--- config.mk ---
export PLATFORM = sky130hd
export DESIGN_NAME = fwd_hazard_unit
export DESIGN_NICKNAME = d
export VERILOG_FILES = /design/src/rtl/fwd_hazard_unit.sv
export SDC_FILE = /design/constraint.sdc
export NUM_CORES = 1
export LEC_CHECK = 0
export CORE_MARGIN = 1.5
export CORE_UTILIZATION = 30
export CTS_CLUSTER_DIAMETER = 200
export CTS_CLUSTER_SIZE = 16
export DETAILED_ROUTE_END_ITERATION = 12
export GPL_TIMING_DRIVEN = 0
export PLACE_DENSITY_LB_ADDON = 0.2
export SYNTH_ARGS = -nofsm -noshare
export SYNTH_HDL_FRONTEND = slang
export SYNTH_SLANG_ARGS = --single-unit
--- constraint.sdc ---
create_clock -name clk -period 1.56 [get_ports clk]
set_clock_uncertainty 0.05 [all_clocks]
set_input_delay 0.234 -clock clk [delete_from_list [all_inputs] [get_ports clk]]
set_output_delay 0.234 -clock clk [all_outputs]
set_load 0.03 [all_outputs]
--- src/rtl/fwd_hazard_unit.sv ---
// Operand-forwarding and load-use hazard controller for the 5-stage pipeline.
// Tracks in-flight destination registers and produces registered operand mux
// selects for the EX stage plus a combinational load-use stall toward ID/IF.
// The WB-stage producer needs no state here: a reader in ID sees its value
// through register file write-through, so only EX and MEM are tracked.
module fwd_hazard_unit #(
    parameter int REG_BITS = 5,
    parameter int ZERO_REG = 31
) (
    input  logic                clk,
    input  logic                reset_n,
    input  logic                id_valid,
    input  logic [REG_BITS-1:0] id_rn,
    input  logic [REG_BITS-1:0] id_rm,
    input  logic                id_uses_rm,
    input  logic [REG_BITS-1:0] id_rd,
    input  logic                id_reg_write,
    input  logic                id_mem_read,
    input  logic                flush,
    output logic [1:0]          fwd_sel_a,
    output logic [1:0]          fwd_sel_b,
    output logic                stall
);

    localparam logic [REG_BITS-1:0] ZERO = REG_BITS'(ZERO_REG);

    localparam logic [1:0] SEL_RF  = 2'b00;
    localparam logic [1:0] SEL_EX  = 2'b01;
    localparam logic [1:0] SEL_MEM = 2'b10;

    // EX slot: instruction whose operands are being selected right now
    logic                ex_valid;
    logic [REG_BITS-1:0] ex_rd;
    logic                ex_reg_write;
    logic                ex_mem_read;

    // MEM slot: only its write-back identity matters for forwarding
    logic                mem_valid;
    logic [REG_BITS-1:0] mem_rd;
    logic                mem_reg_write;

    logic       ex_hit_a;
    logic       ex_hit_b;
    logic       mem_hit_a;
    logic       mem_hit_b;
    logic       advance;
    logic [1:0] next_sel_a;
    logic [1:0] next_sel_b;

    // A slot produces r when it holds a real register-writing instruction
    // targeting r, and r is not the hardwired zero register
    function automatic logic producer_match(
        input logic                valid,
        input logic                reg_write,
        input logic [REG_BITS-1:0] rd,
        input logic [REG_BITS-1:0] r
    );
        return valid & reg_write & (rd == r) & (r != ZERO);
    endfunction

    // Hazard detection and next-select computation for the instruction in ID
    always_comb begin
        ex_hit_a   = producer_match(ex_valid, ex_reg_write, ex_rd, id_rn);
        ex_hit_b   = producer_match(ex_valid, ex_reg_write, ex_rd, id_rm);
        mem_hit_a  = producer_match(mem_valid, mem_reg_write, mem_rd, id_rn);
        mem_hit_b  = producer_match(mem_valid, mem_reg_write, mem_rd, id_rm);

        stall      = id_valid & ~flush & ex_mem_read &
                     (ex_hit_a | (id_uses_rm & ex_hit_b));
        advance    = id_valid & ~flush & ~stall;

        next_sel_a = SEL_RF;
        if (ex_hit_a) begin
            next_sel_a = SEL_EX;
        end else if (mem_hit_a) begin
            next_sel_a = SEL_MEM;
        end

        next_sel_b = SEL_RF;
        if (id_uses_rm) begin
            if (ex_hit_b) begin
                next_sel_b = SEL_EX;
            end else if (mem_hit_b) begin
                next_sel_b = SEL_MEM;
            end
        end
    end

    // Shift the tracking slots and register selects alongside the EX operands
    always_ff @(posedge clk or negedge reset_n) begin
        if (!reset_n) begin
            ex_valid      <= 1'b0;
            ex_rd         <= '0;
            ex_reg_write  <= 1'b0;
            ex_mem_read   <= 1'b0;
            mem_valid     <= 1'b0;
            mem_rd        <= '0;
            mem_reg_write <= 1'b0;
            fwd_sel_a     <= SEL_RF;
            fwd_sel_b     <= SEL_RF;
        end else begin
            mem_valid     <= ex_valid;
            mem_rd        <= ex_rd;
            mem_reg_write <= ex_reg_write;
            ex_valid      <= advance;
            ex_rd         <= id_rd;
            ex_reg_write  <= id_reg_write;
            ex_mem_read   <= id_mem_read;
            fwd_sel_a     <= advance ? next_sel_a : SEL_RF;
            fwd_sel_b     <= advance ? next_sel_b : SEL_RF;
        end
    end

endmodule

==> results.txt <==
Critical-path maximum fanout - 2
Worst R2R Path Depth - 6
Layout cell share with drive strength beyond 1 - 0.269
Hold Path Origin - id_reg_write
Grt ovf - 0
Die area - 3140 µm²
Failing checks - negative setup slack
Post-DR vias/cell - 4.75
Unrepaired setup endpoints after global routing - yes
Placeable Area - 2710 µm²
Hold WC Path Type - in -> reg
Worst Path Arrival - 1.79 ns
Diode count - 0
Number of instances in the placed design - 124
DRC viols - 0
Synthesis-to-finish area growth - 54.8%
Global-route usage over all layers - 0.126
Initial antenna violation count - 0
Max-cap violations - 0
Mapped Avg Cell Area - 12.6 µm²
Number of primary I/O pins - 27
Gpl congestion - 0.858
VDD IR max - 0.442 mV
Post-synthesis sequential area ratio - 0.563
Syn Std Cell Area - 845 µm²
Critical path required time - 1.28 ns
WL per Instance - 13.7 µm
Final period util - 1.33
Syn nets - 89
Yosys reg bits - 19
Number of buffers created by CTS - 3
Die Wd - 56.1 µm
Place WS - -1.04 ns
Port bufs - 26
Worst flop-to-flop path startpoint - ex_rd[0]
Skew-Pair Late Insertion Delay - 0.29 ns
Drt initial violations - 6
Critical Path Start - ex_rd[0]
Fill cells - 249
Startpoint Class - register
Final worst setup slack - -0.513 ns
Nets - 127
CTS H-tree lvls - 1
First-pass GRT wire length - 2950 µm
Clk buf depth - 2
Post-DRT Antenna Nets - 0
Reg2reg end - ex_valid
Final period demand of the worst path - 2.07 ns
Clock slew at reported path FFs - 0.11 ns
Iteration count of the initial detailed-routing pass - 3
Max-slew headroom - 0.440
Vias - 641
Finished Layout Cells - 135
Outcome - finished with violations
Rows - 19
Clock root buffer master - clkbuf_4
Power Density - 722 nW/µm²
Hold Path Stages - 1
Synth cell types - 20
Leakage - 0.544 nW
Vias in the first global route - 646
Worst slew pin tran - 0.838 ns
Slack of the worst reg-to-reg path - -0.13 ns
Crit Path Category - reg -> out
Post-cts hold buffer count - 0
DRT Wirelength - 1850 µm
Hold endpoint - ex_reg_write
DP HPWL - 1290 µm
CTS tree - done
Gate count after technology mapping - 67
Synth warn - 0
Fin. max-slew vios - 0
Final-report hold violation count - 0
Initial Util - 0.312
Fmax - 482 MHz
Setup Viol. Count Final - 6
Die Height - 56.1 µm
CTS Sinks - 19
CP Capture Type - primary output
Pin count of the biggest net entering global routing - 20
==> timing repair <==
action,CTS,global route
resized for setup,20,9
buffers inserted,5,4
setup endpoints to repair,6,6
pin swaps,7,8
==> state kept, by name, indices dropped and copies added (netlist names) <==
signal         cells
ex_rd              5
mem_rd             5
fwd_sel_a          2
fwd_sel_b          2
ex_mem_read        1
ex_reg_write       1
ex_valid           1
mem_reg_write      1
mem_valid          1
==> per-layer routing <==
| metal | vias to the layer above | GRT usage | share of wire |
|---|---|---|---|
| li1 | 306 | - | - |
| met1 | 318 | 0.145 | 0.39 |
| met2 | 15 | 0.217 | 0.54 |
| met3 | 2 | 0.0372 | 0.052 |
| met4 | 0 | 0.0510 | 0.0092 |
| met5 | - | 0 | 0 |
==> cell usage after synthesis <==
cell type	number	share of area
dfrtp_1	19	0.56
xnor2_1	11	0.11
xor2_1	7	0.073
nand2_1	5	0.022
nand3_1	3	0.018
nor2_1	3	0.013
a2111oi_1	2	0.024
inv_1	2	0.0089
nand4_1	2	0.015
nor4_2	2	0.030
o21ai_1	2	0.012
a221o_1	1	0.012
nand2b_1	1	0.0074
nor2b_4	1	0.016
nor3_1	1	0.0059
nor3b_1	1	0.0089
nor3b_2	1	0.015
nor4_4	1	0.025
o221ai_1	1	0.010
or3_1	1	0.0074
==> cells by family after synthesis <==
kind of cell	after synthesis	share of synthesized area
simple gates	22	0.184
xor+xnor	18	0.187
flops	19	0.563
buf+inv	2	0.00889
compound gates	6	0.0578
==> per-stage QoR <==
stage                     hold slack [ns]  setup TNS (ns)  area [µm²]  power (mW)   util
after floorplan                    -0.112               0         862       0.600      -
after global placement              0.311           -2.26        1160       0.686  0.428
after detailed placement            0.317           -2.35        1160       0.687  0.428
after CTS                           0.307          -0.698        1240       0.938  0.457
after global routing                0.294           -1.16        1310       0.988  0.482
final                               0.314          -0.820        1310       0.944  0.482
==> critical path, stage by stage (launching register included) <==
cell and delay (ns):
dfrtp_1 0.40, inv_2 0.07, a221o_1 0.35, nor4_4 0.34, o21ai_2 0.12, nor2_4 0.10
buf_6 0.13
==> placed cells by master (no fill, tap or decap), types with 2 or more instances in the layout <==
| cell | n |
|---|---|
| clkbuf_4 | 3 |
| nand2_1 | 4 |
| dfrtp_1 | 19 |
| xnor2_1 | 11 |
| nand4_1 | 2 |
| nor4_4 | 2 |
| clkdlybuf4s50_1 | 15 |
| nand3_1 | 3 |
| buf_4 | 7 |
| dlygate4sd2_1 | 8 |
| xor2_1 | 6 |
| dlymetal6s2s_1 | 2 |
| o21ai_2 | 2 |
| inv_2 | 2 |
==> report_power, final <==
part           internal (mW)  switching [mW]  total, mW
combinational         0.0914          0.0764      0.168
clock                 0.0952           0.149      0.244
sequential             0.512          0.0193      0.531
==> how the worst max path moves through the flow <==
stage | end | depth (start not counted)
global route | stall | 6
global placement | stall | 7
detailed placement | stall | 7
finish | stall | 6
CTS | stall | 6
floorplan | stall | 5
==> cell type report <==
type,instances,area [µm²],area share
clock buffer,3,22.5,0.0172
tap,31,38.8,0.0297
sequential,19,475,0.364
multi-input combinational,46,449,0.344
inverter,2,7.51,0.00574
clock inverter,1,5.00,0.00383
timing repair buffer,33,309,0.236
Power figures use the tool's default switching activity.
